[config.mk]
export PLATFORM = sky130hd
export DESIGN_NAME = clk_rst_ctrl
export DESIGN_NICKNAME = d
export VERILOG_FILES = /design/src/rtl/clk_rst_pkg.sv /design/src/rtl/sync_2ff.sv /design/src/rtl/clk_rst_ctrl.sv
export SDC_FILE = /design/constraint.sdc
export NUM_CORES = 1
export LEC_CHECK = 0
export BUFFER_PORTS_ARGS = -buffer_cell sky130_fd_sc_hd__buf_2
export CAP_MARGIN = 20
export CORE_MARGIN = 1.5
export CORE_UTILIZATION = 30
export DETAILED_ROUTE_END_ITERATION = 10
export GPL_ROUTABILITY_DRIVEN = 0
export PLACE_DENSITY = 0.47
export REMOVE_ABC_BUFFERS = 1
export SLEW_MARGIN = 20
export SYNTH_ARGS = -nofsm -noshare
export SYNTH_HDL_FRONTEND = slang
export SYNTH_SLANG_ARGS = --single-unit
[constraint.sdc]
create_clock -name clk25 -period 1.7 [get_ports clk25]
set_input_delay 0.085 -clock clk25 [delete_from_list [all_inputs] [get_ports clk25]]
set_output_delay 0.085 -clock clk25 [all_outputs]
set_load 0.1 [all_outputs]
[src/rtl/clk_rst_pkg.sv]
// Shared state encoding and default constants for the clock/reset controller.
package clk_rst_pkg;

    typedef enum logic [1:0] {
        WAIT_LOCK = 2'd0,
        STABILIZE = 2'd1,
        RUN       = 2'd2
    } state_t;

    localparam int CLK_DIV_DEF       = 25;
    localparam int STABLE_CYCLES_DEF = 1024;

endpackage

[src/rtl/sync_2ff.sv]
// Two-flop synchronizer for a single asynchronous level.
// Both flops clear asynchronously with rst_n.
module sync_2ff (
    input  logic clk,
    input  logic rst_n,
    input  logic d,
    output logic q
);

    logic meta;

    always_ff @(posedge clk or negedge rst_n) begin
        if (!rst_n) begin
            meta <= 1'b0;
            q    <= 1'b0;
        end else begin
            meta <= d;
            q    <= meta;
        end
    end

endmodule

[src/rtl/clk_rst_ctrl.sv]
// PLL-lock qualified system reset and CPU clock-enable generator.
// Define CPU_TURBO_EN to add the turbo port (undivided CPU enable).
module clk_rst_ctrl
    import clk_rst_pkg::*;
#(
    parameter int CLK_DIV       = CLK_DIV_DEF,
    parameter int STABLE_CYCLES = STABLE_CYCLES_DEF
) (
    input  logic clk25,
    input  logic rst_n,
    input  logic pll_lock,
    input  logic sw_rst_req,
`ifdef CPU_TURBO_EN
    input  logic turbo,
`endif
    output logic sys_rst_n,
    output logic cpu_clken,
    output logic ready
);

    localparam int SW = $clog2(STABLE_CYCLES);
    localparam int DW = $clog2(CLK_DIV);
    localparam logic [SW-1:0] STAB_LAST = SW'(STABLE_CYCLES - 1);
    localparam logic [DW-1:0] DIV_LAST  = DW'(CLK_DIV - 1);

    logic          lock_s;
    state_t        state;
    state_t        nxt;
    logic [SW-1:0] stab_cnt;
    logic [DW-1:0] div_cnt;
    logic          in_run;

    sync_2ff u_lock_sync (
        .clk   (clk25),
        .rst_n (rst_n),
        .d     (pll_lock),
        .q     (lock_s)
    );

    // Lock loss is checked first everywhere so it wins over sw_rst_req.
    always_comb begin
        nxt = state;
        unique case (state)
            WAIT_LOCK: if (lock_s) nxt = STABILIZE;
            STABILIZE: begin
                if (!lock_s)
                    nxt = WAIT_LOCK;
                else if (stab_cnt == STAB_LAST)
                    nxt = RUN;
            end
            RUN: begin
                if (!lock_s)
                    nxt = WAIT_LOCK;
                else if (sw_rst_req)
                    nxt = STABILIZE;
            end
            default: nxt = WAIT_LOCK;
        endcase
    end

    // Divider only runs while staying in RUN, so it clears with sys_rst_n.
    assign in_run = (state == RUN) && (nxt == RUN);
    assign ready  = sys_rst_n;

    always_ff @(posedge clk25 or negedge rst_n) begin
        if (!rst_n) begin
            state    <= WAIT_LOCK;
            stab_cnt <= '0;
            sys_rst_n <= 1'b0;
        end else begin
            state     <= nxt;
            sys_rst_n <= (nxt == RUN);
            if ((state == STABILIZE) && lock_s)
                stab_cnt <= stab_cnt + 1'b1;
            else
                stab_cnt <= '0;
        end
    end

    always_ff @(posedge clk25 or negedge rst_n) begin
        if (!rst_n) begin
            div_cnt   <= '0;
            cpu_clken <= 1'b0;
        end else if (!in_run) begin
            div_cnt   <= '0;
            cpu_clken <= 1'b0;
        end else begin
`ifdef CPU_TURBO_EN
            if (turbo) begin
                div_cnt   <= '0;
                cpu_clken <= 1'b1;
            end else
`endif
            begin
                cpu_clken <= (div_cnt == DIV_LAST);
                if (div_cnt == DIV_LAST)
                    div_cnt <= '0;
                else
                    div_cnt <= div_cnt + 1'b1;
            end
        end
    end

endmodule

==> flow_summary.toml, run 1 <==
[outcome]
outcome = "complete, no violations"

[min_path]
hp-class = "in -> reg"
whs_path_depth = 4
min_to = "state[0]$_DFF_PN0_"
min-delay-start = "sw_rst_req"

[clock_network]
cts.path.max_buffers = 2
cts_hold_buf = 2
tritoncts = "built"
clock_sinks = 21
clock_latency_ps = 300
clockRootBuffer = "clkbuf_4"
cts_resized = 0
ctsHtreeMaxLevel = 1
numCtsBuffers = 3
clkTransAtPathRegs_ps = 110
cts_setup_buffers = 0

[routing]
wire_per_inst_um = 11.8
finalWirelength_mm = 1.47
drc = 0
drtPass1Iterations = 5
drtIter0Drc = 24
num_vias = 607
antenna_left = 0
viasPerCell = 4.86

[setup_path]
critPathArrivalTime_ps = 1620
reg2reg_depth = 4
r2r-start = "stab_cnt[0]$_DFF_PN0_"
rrSetupSlack_ps = 310
r2r-end = "stab_cnt[8]$_DFF_PN0_"
required_ps = 1930
path_class = "reg -> reg"
crit_path_max_fanout = 5
startpoint_type = "flop"
end_kind = "flop"

[floorplanning]
io_pins = 7
start_util = 0.322
die_area_mm2 = 0.00338
fp.dieW_um = 58.1
coreArea_mm2 = 0.00283
rows = 19
die_h_um = 58.1

[power_and_ir_drop]
power_density_mw_per_mm2 = 775
total_power_mw = 0.788
ir_drop_uv = 430
p_leak_nw = 0.437

[global_route]
grt_pass1_vias = 626
grt_max_degree = 22
gr-total-overflow = 0
grt_pass1_wl_mm = 2.65
grtUsageTotal = 0.102
antenna_found_initial = 0

[timing]
finalSetupViolCount = 0
hold_violations = 0
rsz0062_at_grt = "no"
final.setup_skew_ps = 1.95
fin_crit_sh = 0.815
holdWs_ps = 148
setup_tns_ps = 0
max-slew-margin-rel = 0.676
finalWorstSetupSlack_ps = 314
tightest_slew_ps = 489
fmax_mhz = 721
fin_crit_ps = 1390
drv_slew = 0

[yosys]
synth.yosys.seq_area_share = 0.576
ys_seq_elements = 21
yosysWarnings = 0
synthesis.area_per_instance_um2 = 11.0
syn_area_um2 = 912
synthDistinctLibCells = 23
syn-instance-count = 83

[place]
hpwl_mm = 1.07
io_buffers = 6
dp_slack_ps = 341

[final_layout]
fillers = 274
diodes = 0
areaGrowthSynthToFinish_pct = 11.5
final_nets = 102
final_cell_mix = "21 x dfrtp_1, 11 x nor2_1, 6 x inv_1, 6 x buf_2"
final_common_cell = "dfrtp_1"
drive_gt1_frac = 0.128

[job]
max_cap_violations = 0
[kinds of logic after synthesis]
family / share of synthesized area
and+or+nand+nor: 0.198
DFF: 0.576
AOI/OAI and AO/OA: 0.0823
buffers and inverters: 0.0453
xor gates and xnor gates: 0.0576
adders and majority gates: 0.0412
[stage by stage]
step / utilization / instance area (um2) / cells
finish: 0.360 / 1020 / 125
global route: 0.360 / 1020 / 125
CTS: 0.360 / 1020 / 125
detailed placement: 0.343 / 970 / 119
global placement: 0.343 / 970 / 119
floorplan: - / 893 / 81
[cell usage after synthesis]
| library cell | instances | area share |
|---|---|---|
| nand4_1 | 2 | 0.014 |
| dfrtp_1 | 21 | 0.58 |
| buf_4 | 1 | 0.0082 |
| nand4_2 | 1 | 0.014 |
| nand2_1 | 1 | 0.0041 |
| or4_1 | 1 | 0.0082 |
| buf_6 | 1 | 0.012 |
| nand2b_1 | 2 | 0.014 |
| nand3_1 | 5 | 0.027 |
| nand4b_1 | 1 | 0.0096 |
| nand3b_1 | 2 | 0.016 |
| xnor2_1 | 3 | 0.029 |
| nor3_1 | 1 | 0.0055 |
| a21oi_1 | 5 | 0.027 |
| inv_1 | 6 | 0.025 |
| o41ai_1 | 2 | 0.019 |
| or3_1 | 4 | 0.027 |
| ha_1 | 3 | 0.041 |
| nand4bb_1 | 1 | 0.012 |
| o21ai_0 | 5 | 0.027 |
| xor2_1 | 3 | 0.029 |
| o31ai_1 | 1 | 0.0082 |
| nor2_1 | 11 | 0.045 |
[sequential cells by signal (all words and copies together), names as in the netlist]
signal            flops
state                 2
u_lock_sync.meta      1
ready                 1
u_lock_sync.q         1
cpu_clken             1
div_cnt               5
stab_cnt             10
[critical path: stages, from the launching register on]
cell,delay (ps)
dfrtp_1,400
ha_1,220
nand3_1,160
or3_1,380
a21oi_1,160
[power by group]
part	switching (mW)	total (mW)	internal [mW]	leakage [nW]
Combinational	0.0242	0.0400	0.0158	0.133
Clock	0.145	0.233	0.0878	0.0177
Sequential	0.00661	0.516	0.509	0.286
[worst max-delay path by stage]
stage	startpoint	end	slack, ps	cells after the start
floorplan	ready$_DFF_PN0_	ready	140	0
global placement	stab_cnt[2]$_DFF_PN0_	stab_cnt[9]$_DFF_PN0_	380	3
detailed placement	stab_cnt[0]$_DFF_PN0_	stab_cnt[8]$_DFF_PN0_	340	4
CTS	stab_cnt[0]$_DFF_PN0_	stab_cnt[8]$_DFF_PN0_	320	4
global route	stab_cnt[2]$_DFF_PN0_	stab_cnt[9]$_DFF_PN0_	180	3
finish	stab_cnt[0]$_DFF_PN0_	stab_cnt[8]$_DFF_PN0_	310	4
[cell type report]
class / count / area (um2) / share of cell area
sequential: 21 / 526 / 0.517
multi-input combinational: 54 / 345 / 0.339
timing repair buffer: 9 / 57.6 / 0.0566
tap: 31 / 38.8 / 0.0381
clock buffer: 3 / 22.5 / 0.0221
inverter: 6 / 22.5 / 0.0221
clock inverter: 1 / 5.00 / 0.00492
[metal layers]
metal,vias up,share of wire,global-route usage
met5,-,0,0
met4,0,0.010,0.0199
met3,2,0.037,0.0469
met2,5,0.47,0.162
met1,290,0.48,0.129
li1,310,-,-
No activity file was read; power rests on OpenSTA's default activity.
==> run 2: changes to the inputs <==
Settings changed: PLACE_DENSITY 0.47 to 0.48.
Clock period 1.7 ns to 1.2 ns, I/O delays scaled along.
==> flow_summary.toml, run 2 (synthesized netlist as in run 1, its figures left out) <==
[setup_path]
crit_path_max_incr_delay_ps = 390
critPathTopFamily = "simple AND/OR/NAND/NOR gates"
path_cells = "ha_2 -> nand3_2 -> or3_4 -> a21oi_2"
startpoint_type = "flop"
path_buf_inv = 0
path_class = "reg -> reg"
crit_path_max_fanout = 4
end_kind = "flop"
required_ps = 1440
cp_slowest_cell = "dfrtp_1"
critPathArrivalTime_ps = 1490

[final_layout]
areaGrowthSynthToFinish_pct = 33.6
stdcell_area_mm2 = 0.00122
fin_util = 0.431
final_nets = 119
largest_reg_flops = 10
final_common_cell = "dfrtp_1"
final_cell_mix = "21 x dfrtp_1, 18 x buf_4, 11 x nor2_1"
drive_gt1_frac = 0.396
largestRegisters = "stab_cnt: 10 flops, div_cnt: 5 flops, state: 2 flops"
regMostFlops = "stab_cnt"
diodes = 0

[clock_network]
clockRootBuffer = "clkbuf_4"
clock_latency_ps = 310
clock_sinks = 21
cts.path.max_buffers = 2
numCtsBuffers = 3
tritoncts = "built"
clkTransAtPathRegs_ps = 120
ctsHtreeMaxLevel = 1

[job]
max_cap_violations = 0

[timing]
hold_violations = 0
fmax_mhz = 799
tightest_slew_ps = 483
fin_crit_sh = 1.04
final.setup_skew_ps = 11.9
finalWorstSetupSlack_ps = -52.2
setup_tns_ps = -235
finalSetupViolCount = 7
max-slew-margin-rel = 0.680
fin_crit_ps = 1250
rsz0062_at_grt = "yes"
drv_slew = 0

[routing]
viasPerCell = 4.73
num_vias = 671
antenna_left = 0
drc = 0
finalWirelength_mm = 1.70
drtIter0Drc = 43
drtPass1Iterations = 4
wire_per_inst_um = 11.9

[floorplanning]
start_util = 0.322
io_pins = 7
coreArea_mm2 = 0.00283
die_h_um = 58.1
rows = 19
fp.dieW_um = 58.1
die_area_mm2 = 0.00338

[place]
io_buffers = 6
hpwl_mm = 1.22
dpl_cell_area_mm2 = 0.00108

[min_path]
hp-class = "in -> reg"

[global_route]
gr-total-overflow = 0
grt_pass1_vias = 664
grtUsageTotal = 0.112
antenna_found_initial = 0
grt_pass1_wl_mm = 2.82
grt_max_degree = 22

[power_and_ir_drop]
power_frac_seq = 0.637
comb_power_share = 0.065
power_density_mw_per_mm2 = 942
swShare = 0.235
p_leak_nw = 0.532
power.switching_mw = 0.270
ir_drop_uv = 660
total_power_mw = 1.15
pwr-share-clk = 0.298
p_int_mw = 0.879

[outcome]
outcome = "finished with violations"
violations = "negative setup slack"
-- run 2: final timing paths --
check | startpoint | endpoint | slack [ps] | cells past startpoint
worst min-delay path | sw_rst_req | state[0]$_DFF_PN0_ | 90 | 4
worst max-delay path | stab_cnt[1]$_DFF_PN0_ | stab_cnt[8]$_DFF_PN0_ | -50 | 4
worst max register to register | stab_cnt[1]$_DFF_PN0_ | stab_cnt[8]$_DFF_PN0_ | -50 | 4
min in group asynchronous | rst_n | stab_cnt[9]$_DFF_PN0_ | 210 | 2
worst min register to register | u_lock_sync.meta$_DFF_PN0_ | u_lock_sync.q$_DFF_PN0_ | 380 | 0
max in group asynchronous | rst_n | div_cnt[4]$_DFF_PN0_ | 660 | 2
-- run 2: routing by layer --
metal | wire [um] | global-route usage
met1 | 822 | 0.135
met4 | 15 | 0.0299
met2 | 799 | 0.183
met3 | 58 | 0.0469
met5 | 0 | 0
-- run 2: timing repair --
action                                 CTS  global route
setup endpoints to repair                7            15
resized for setup                        2            18
hold buffers                             2             0
pin swaps                                7             3
setup buffers                            0             2
endpoints found under the hold margin   22             0
-- run 2: cell type report --
class                      count  area, um2
fill                         277       1610
sequential                    21        526
multi-input combinational     54        414
timing repair buffer          26        190
tap                           31       38.8
clock buffer                   3       22.5
inverter                       6       22.5
clock inverter                 1       5.00
-- run 2: worst reg2reg max path, delay by kind of cell, from the launching register on --
| kind | cells | cell delay (ps) |
|---|---|---|
| adders and majority gates | 1 | 210 |
| DFF | 1 | 390 |
| AOI/OAI and AO/OA | 1 | 120 |
| and+or+nand+nor | 2 | 470 |
-- run 2: through the flow --
step	instances	hold slack, ps	setup slack [ps]
floorplan	81	-236	-339
global placement	134	49.9	-20.7
detailed placement	134	45.4	-69.9
CTS	140	77.3	-47.4
global route	142	127	-171
finish	142	93.3	-52.2
-- run 2: power groups by stage --
stage,clock [mW],combinational [mW],sequential [mW]
6_report,0.343,0.0745,0.731
2_1_floorplan,0,0.0234,0.743
3_3_place_gp,0,0.0663,0.743
3_5_place_dp,0,0.0664,0.745
5_1_grt,0.395,0.0846,0.733
4_1_cts,0.364,0.0723,0.731
